$ cat config.mk
export PLATFORM = sky130hd
export DESIGN_NAME = seq_shift_add_multiplier
export DESIGN_NICKNAME = d
export VERILOG_FILES = /design/src/rtl/mult_pkg.sv /design/src/rtl/mult_fsm.sv /design/src/rtl/seq_shift_add_multiplier.sv
export SDC_FILE = /design/constraint.sdc
export NUM_CORES = 1
export LEC_CHECK = 0
export CAP_MARGIN = 20
export CORE_MARGIN = 5
export CORE_UTILIZATION = 55
export CTS_CLUSTER_DIAMETER = 120
export DETAILED_ROUTE_END_ITERATION = 7
export GPL_TIMING_DRIVEN = 1
export HOLD_SLACK_MARGIN = 0.05
export MAX_ROUTING_LAYER = met4
export PLACE_DENSITY = 0.79
export RECOVER_POWER = 100
export REMOVE_ABC_BUFFERS = 1
export SLEW_MARGIN = 20
export SYNTH_ARGS = -nofsm -noshare
export SYNTH_HDL_FRONTEND = slang
export SYNTH_HIERARCHICAL = 1
export SYNTH_SLANG_ARGS = --single-unit
$ cat constraint.sdc
create_clock -name clk -period 2.8 [get_ports clk]
set_clock_uncertainty 0.05 [all_clocks]
set_input_delay 0.42 -clock clk [delete_from_list [all_inputs] [get_ports clk]]
set_output_delay 0.42 -clock clk [all_outputs]
set_load 0.01 [all_outputs]
$ cat src/rtl/mult_pkg.sv
// Shared definitions for the sequential shift-add multiplier: state encoding
// and counter sizing. Signed operation is selected by the MULT_SIGNED_EN macro.
package mult_pkg;

    localparam int STATE_W = 2;

    typedef enum logic [STATE_W-1:0] {
        ST_IDLE    = 2'd0,
        ST_RUN     = 2'd1,
        ST_DONE    = 2'd2,
        ST_ILLEGAL = 2'd3
    } state_t;

    // Counter must be able to hold the value WIDTH itself.
    function automatic int cnt_width(input int width);
        return $clog2(width + 1);
    endfunction

endpackage

$ cat src/rtl/mult_fsm.sv
// Controller for the shift-add multiplier: IDLE -> RUN -> DONE, one multiplier
// bit consumed per RUN cycle. Unused encoding 3 falls back to IDLE.
module mult_fsm
    import mult_pkg::*;
(
    input  logic               clk,
    input  logic               reset,
    input  logic               start,
    input  logic               b_zero,
    input  logic               cnt_done,
    output logic               load,
    output logic               step,
    output logic               finish,
    output logic               busy,
    output logic               valid,
    output logic [STATE_W-1:0] state
);

    state_t state_reg;
    state_t state_next;

    always_ff @(posedge clk) begin
        if (reset) begin
            state_reg <= ST_IDLE;
        end else begin
            state_reg <= state_next;
        end
    end

    always_comb begin
        state_next = state_reg;
        load       = 1'b0;
        step       = 1'b0;
        finish     = 1'b0;
        busy       = 1'b0;
        valid      = 1'b0;
        case (state_reg)
            ST_IDLE: begin
                if (start) begin
                    load       = 1'b1;
                    state_next = ST_RUN;
                end
            end
            ST_RUN: begin
                busy = 1'b1;
                // Termination test takes precedence over another add/shift.
                if (cnt_done || b_zero) begin
                    finish     = 1'b1;
                    state_next = ST_DONE;
                end else begin
                    step = 1'b1;
                end
            end
            ST_DONE: begin
                valid = 1'b1;
                if (start) begin
                    load       = 1'b1;
                    state_next = ST_RUN;
                end
            end
            default: begin
                state_next = ST_IDLE;
            end
        endcase
    end

    assign state = state_reg;

endmodule

$ cat src/rtl/seq_shift_add_multiplier.sv
// Sequential shift-add multiplier datapath (A/B/P/cnt registers and adder).
// Define MULT_SIGNED_EN for two's-complement operands (sign-magnitude inside).
module seq_shift_add_multiplier
    import mult_pkg::*;
#(
    parameter int WIDTH      = 8,
    parameter bit EARLY_EXIT = 1'b1
) (
    input  logic                 clk,
    input  logic                 reset,
    input  logic                 start,
    input  logic [WIDTH-1:0]     a_in,
    input  logic [WIDTH-1:0]     b_in,
    output logic [2*WIDTH-1:0]   product,
    output logic                 valid,
    output logic                 busy,
    output logic [STATE_W-1:0]   out_state
);

    localparam int CNT_W = cnt_width(WIDTH);
    localparam int PW    = 2 * WIDTH;

    logic [PW-1:0]    a_reg;
    logic [WIDTH-1:0] b_reg;
    logic [PW-1:0]    p_reg;
    logic [CNT_W-1:0] cnt_reg;
    logic [PW-1:0]    product_reg;

    logic [WIDTH-1:0] a_mag;
    logic [WIDTH-1:0] b_mag;
    logic [PW-1:0]    addend;
    logic [PW-1:0]    result;
    logic             load;
    logic             step;
    logic             finish;
    logic             b_zero;
    logic             cnt_done;

    assign b_zero   = EARLY_EXIT && (b_reg == '0);
    assign cnt_done = (cnt_reg == CNT_W'(WIDTH));

    // Partial product for this step: A gated by the current multiplier LSB.
    genvar gi;
    generate
        for (gi = 0; gi < PW; gi++) begin : g_addend
            assign addend[gi] = a_reg[gi] & b_reg[0];
        end
    endgenerate

`ifdef MULT_SIGNED_EN
    logic neg_reg;

    // Most negative input maps to 2^(WIDTH-1), which fits as unsigned.
    assign a_mag  = a_in[WIDTH-1] ? (~a_in + WIDTH'(1)) : a_in;
    assign b_mag  = b_in[WIDTH-1] ? (~b_in + WIDTH'(1)) : b_in;
    assign result = neg_reg ? (~p_reg + PW'(1)) : p_reg;

    always_ff @(posedge clk) begin
        if (reset) begin
            neg_reg <= 1'b0;
        end else if (load) begin
            neg_reg <= a_in[WIDTH-1] ^ b_in[WIDTH-1];
        end
    end
`else
    assign a_mag  = a_in;
    assign b_mag  = b_in;
    assign result = p_reg;
`endif

    always_ff @(posedge clk) begin
        if (reset) begin
            a_reg       <= '0;
            b_reg       <= '0;
            p_reg       <= '0;
            cnt_reg     <= '0;
            product_reg <= '0;
        end else begin
            if (load) begin
                a_reg   <= {{WIDTH{1'b0}}, a_mag};
                b_reg   <= b_mag;
                p_reg   <= '0;
                cnt_reg <= '0;
            end else if (step) begin
                p_reg   <= p_reg + addend;
                a_reg   <= a_reg << 1;
                b_reg   <= b_reg >> 1;
                cnt_reg <= cnt_reg + CNT_W'(1);
            end
            if (finish) begin
                product_reg <= result;
            end
        end
    end

    mult_fsm u_fsm (
        .clk      (clk),
        .reset    (reset),
        .start    (start),
        .b_zero   (b_zero),
        .cnt_done (cnt_done),
        .load     (load),
        .step     (step),
        .finish   (finish),
        .busy     (busy),
        .valid    (valid),
        .state    (out_state)
    );

    assign product = product_reg;

endmodule

Word-level counts from Yosys, hierarchy flattened
Index checks and enable logic that the tools add are counted.

operators by class
  add/subtract/negate cells = 2
  multiply operators = 0
  div/mod/pow operators = 0
  magnitude comparators = 0
  equality and inequality tests = 5
  shift operators = 0
  multiplexer cells = 15
  bitwise logic cells = 16
  reduce and logical (&&, ||, !) cells = 7

operators by type and width
  operator                                        number
  2-to-1 mux 8 bit                                4
  adder 16 bit                                    1
  bitwise AND 1 bit                               16
  logical NOT 8 bit                               1
  2-to-1 mux 1 bit                                8
  adder 4 x 1 -> 4 bit (second input constant)    1
  == test 4 bit (second input constant)           1
  2-to-1 mux 2 bit                                2
  != test 2 x 1 -> 1 bit (second input constant)  2
  case mux 2 bit (2 select lines)                 1
  OR reduction 2 bit                              2
  == test 2 x 1 -> 1 bit (second input constant)  1
  == test 2 bit (second input constant)           1
  logical NOT 2 bit                               1
  AND reduction 2 bit                             1
  nonzero test 2 bit                              1
  logical OR 1 bit                                1

word-level totals
  register bits = 62
  bits in latches = 0
  memory bits (writable) = 0
  bits in read-only memories = 0
  output and inout bits = 20
  word-level logic and storage cells = 52
  memories = 0

Depth between registers and ports, before layout
  depth after elaboration = 6
  depth in mapped cells = 11

Cells and area by module
The synthesis kept the hierarchy.

by module, submodules not included
  module                    times used  cells each  area each (um^2)
  seq_shift_add_multiplier  1           360         3171.8
  mult_fsm                  1           14          110.1

Least setup slack after synthesis
Ideal clock, no wire load.

  path kind = register -> register
  start = reg b_reg[0]
  end = reg p_reg[14]
  setup time = 138 ps
  data arrival time = 2214 ps
  setup slack = 398 ps
  cell stages (with the launch flop) = 12
  period minus slack after synthesis = 2402 ps
  cell sequence = dfxtp_1 -> clkbuf_1 -> and2_1 -> ha_1 -> fa_1 -> a21o_1 -> a21oi_1 -> o21bai_1 -> a21oi_1 -> o311ai_0 -> nand2_1 -> o211ai_1

on the way
  cells in the longest elaborated chain, start to end = 4
  elaborated cells between the ends (all ways) = 20

RTL lines
  item                                                                  RTL line                        RTL
  start: declaration                                                    seq_shift_add_multiplier.sv:24  logic [WIDTH-1:0] b_reg;
  start signal: assignment                                              seq_shift_add_multiplier.sv:81  b_reg <= b_mag;
  start signal: assignment                                              seq_shift_add_multiplier.sv:87  b_reg <= b_reg >> 1;
  parallel branches: the longest is 4 deep, another holds adder 16 bit  -
  end signal: assignment                                                seq_shift_add_multiplier.sv:85  p_reg <= p_reg + addend;
  end: declaration                                                      seq_shift_add_multiplier.sv:25  logic [PW-1:0] p_reg;

Several ways; the timed one is not identified.
A chain may end at the register's enable or synchronous reset.

Final worst setup path
  start = reg cnt_reg[0]
  end = reg p_reg[9]

on the way
  cells in the longest elaborated chain, start to end = 4

RTL lines
  item                      RTL line                        RTL
  start: declaration        seq_shift_add_multiplier.sv:26  logic [CNT_W-1:0] cnt_reg;
  start signal: assignment  seq_shift_add_multiplier.sv:88  cnt_reg <= cnt_reg + CNT_W'(1);
  == test 4 bit             seq_shift_add_multiplier.sv:40  assign cnt_done = (cnt_reg == CNT_W'(WIDTH));
  net cnt_done              seq_shift_add_multiplier.sv:37  logic cnt_done;
  logical OR 1 bit          mult_fsm.sv:47                  if (cnt_done || b_zero) begin
  2-to-1 mux 1 bit          mult_fsm.sv:47
  2-to-1 mux 1 bit          mult_fsm.sv:37                  case (state_reg)
  net step                  seq_shift_add_multiplier.sv:34  logic step;

The timed path passes the listed nets, and every way through them passes these cells.

==> metrics.md <==
| Metric | Value |
|---|---|
| Clk_lat worst skew | `0.34 ns` |
| Reg2reg setup slack | `0.23 ns` |
| Critical setup path kind | `reg -> reg` |
| Clock tree from TritonCTS | `done` |
| Cts bufs inserted | `9` |
| Number of hold violations in the final report | `0` |
| Clock-pin slew of the registers on the worst-case setup and hold paths | `0.07 ns` |
| Proportion of synthesized chip area in sequential cells | `0.378` |
| Count of vias placed by the detailed router | `2621` |
| Buffer cell driving the clock tree root | `sky130_fd_sc_hd__clkbuf_8` |
| Unrepaired setup endpoints after global routing | `no` |
| ANT nets after route | `0` |
| DP Worst Slack | `0.171 ns` |
| Post-synth design cell area | `3280 sq um` |
| Count of input and output buffers | `38` |
| Setup-failing EPs final | `0` |
| Synthesized area per cell | `8.78 sq um` |
| Largest net degree at the start of global routing | `42` |
| Routability cong. | `0.920` |
| DRC violations left | `0` |
| Number of placed cells counting well taps | `474` |
| Core Box Area | `5850 sq um` |
| Via density | `5.36` |
| Average routed wire per standard cell | `13.8 um` |
| Transition time at the pin with the least slew margin | `0.702 ns` |
| Number of maximum-capacitance constraint violations | `0` |
| Cells after synthesis | `374` |
| Fraction of layout instances using a drive strength above 1 | `0.0821` |
| Max-slew violation count | `0` |
| Row Count | `28` |
| Clk sinks | `62` |
| H-Tree Depth | `3` |
| Max Freq | `0.389 GHz` |
| Part of the cycle the worst path needs | `0.919` |
| Total global-route track usage | `0.201` |
| Post-synthesis to final-layout area growth | `18.3%` |
| Overall routed net length | `6770 um` |
| Drt first pass iters | `4` |
| Run status | `finished clean` |
| Distinct cells, synth | `52` |
| Antenna diode count | `0` |
| Initial Utilization | `0.561` |
| Post-layout worst setup margin | `0.226 ns` |
| Die W | `87.2 um` |
| Violation count after the first detailed-route iteration | `154` |
| Bufs on Longest Clock Path | `2` |
| YS warnings | `6` |
| Leakage power | `1.56 nW` |
| Placed Instance Area | `3720 sq um` |
| Aggregate global routing overflow | `0` |
| Type of element capturing the critical path | `register` |
| Tightest hold margin | `0.437 ns` |
| Vertical die dimension | `87.2 um` |
| Arrival time reported for the critical path endpoint | `2.78 ns` |
| Overall power | `1.94 mW` |
| Top-level I/O count | `39` |
| Layout Nets | `447` |
| Share of flip-flops with an asynchronous set or reset after synthesis | `0` |
| Die area | `7610 sq um` |
| Sort of element at the start of the critical path | `register` |
| Peak VDD IR | `303 uV` |
| Number of register bits inferred by synthesis | `62` |
| EDFF count, synth | `0` |
| Post-layout minimum cycle time | `2.57 ns` |
| Antenna violations before repair | `0` |
| Predominant post-synthesis flop cell | `sky130_fd_sc_hd__dfxtp_1` |
| Largest driver fanout on the critical path | `15` |
| Slew HR | `0.532` |
| Setup total negative slack | `0 ns` |
| Final cell count without fillers | `489` |
| Via count of the first global-routing pass | `2503` |
| Total power density per cell area | `501 nW/um^2` |
| Wire length of the first global-routing pass | `11700 um` |
| HPWL after detailed placement | `4900 um` |
| Post-layout instance area | `3880 sq um` |
| Final Core Density | `0.663` |
| Hold Crit Class | `reg -> reg` |
| Required arrival time at the worst endpoint | `3.01 ns` |
==> layout by cell type, fill, tap and decap left out, drive strengths merged, types with 7 or more instances in the layout <==
cell | netlist | routed
clkbuf | 17 | 13
clkdlybuf4s50 | 0 | 18
nand2 | 13 | 13
xnor2 | 8 | 8
inv | 9 | 9
dlygate4sd3 | 0 | 20
nor2 | 81 | 81
mux2i | 44 | 44
and2 | 16 | 16
ha | 17 | 17
dfxtp | 62 | 62
a21oi | 33 | 33
nand3 | 7 | 7
==> what timing repair did <==
| item | 4_1_cts | 5_1_grt |
|---|---|---|
| buffers inserted | 0 | 0 |
| gates resized for setup | 0 | 1 |
| endpoints found under the setup margin | 0 | 4 |
| endpoints found under the hold margin | 0 | 0 |
| hold buffers | 0 | 0 |
==> path summary, 6_finish.rpt <==
kind / end / cells past startpoint / startpoint
max: p_reg[9] / 9 / cnt_reg[0]
max reg2reg: p_reg[9] / 9 / cnt_reg[0]
min reg2reg: product[11] / 2 / product[11]
min: product[11] / 2 / product[11]
==> layer usage <==
layer	vias up	share of wire	GRT usage	wire length, um
met3	8	0.047	0.0397	318
met2	66	0.47	0.318	3160
li1	1368	-	-	-
met4	0	0.016	0.0767	108
met5	-	0	-	0
met1	1179	0.47	0.253	3170
==> synth_stat cells, drive strengths merged, types with 2 or more instances <==
library cell | number | share of area
nor2 | 81 | 0.093
a21oi | 33 | 0.051
o21bai | 2 | 0.0046
a21o | 6 | 0.014
or2 | 2 | 0.0038
nand3 | 7 | 0.011
and2 | 16 | 0.031
mux2i | 44 | 0.13
buf | 4 | 0.0088
or4 | 2 | 0.0046
ha | 17 | 0.065
nor2b | 4 | 0.0076
o311ai | 2 | 0.0076
clkbuf | 17 | 0.029
o22ai | 2 | 0.0038
nor3 | 6 | 0.0092
dfxtp | 62 | 0.38
o21ai | 5 | 0.0076
inv | 9 | 0.010
or3 | 2 | 0.0042
nand4 | 4 | 0.0076
nor3b | 2 | 0.0046
o211ai | 3 | 0.0069
xor2 | 4 | 0.011
and3 | 2 | 0.0053
a211oi | 3 | 0.0084
xnor2 | 8 | 0.021
nand2 | 13 | 0.016
==> cell families (layout without fill, tap and decap cells) <==
family / after synthesis / count (layout) / synth area share
adders and majority gates: 18 / 18 / 0.0709
DFF: 62 / 62 / 0.378
muxes: 45 / 45 / 0.138
xor gates and xnor gates: 12 / 12 / 0.0320
buffers and inverters: 30 / 70 / 0.0477
and+or+nand+nor: 144 / 144 / 0.207
AOI/OAI and AO/OA: 63 / 63 / 0.127
==> area by class of cell <==
| type | count | area (sq um) |
|---|---|---|
| Clock inverter | 4 | 47.5 |
| Inverter | 9 | 33.8 |
| Timing Repair Buffer | 46 | 447 |
| Fill cell | 477 | 1970 |
| Multi-Input combinational cell | 282 | 1880 |
| Clock buffer | 11 | 141 |
| Tap cell | 75 | 93.8 |
| Sequential cell | 62 | 1240 |
==> critical path: stages, from the launching register on <==
cell                       delay, ns
sky130_fd_sc_hd__dfxtp_1        0.39
sky130_fd_sc_hd__inv_1          0.06
sky130_fd_sc_hd__ha_1           0.19
sky130_fd_sc_hd__and3b_1        0.17
sky130_fd_sc_hd__nor3_1         0.40
sky130_fd_sc_hd__inv_1          0.09
sky130_fd_sc_hd__clkbuf_1       0.33
sky130_fd_sc_hd__or3_1          0.48
sky130_fd_sc_hd__mux2_2         0.28
sky130_fd_sc_hd__o221ai_1       0.07
==> report_power, final <==
group | internal, mW | switching (mW)
Clock | 0.427 | 0.336
Sequential | 0.906 | 0.0226
Combinational | 0.115 | 0.138
No activity file was read; power rests on OpenSTA's default activity.
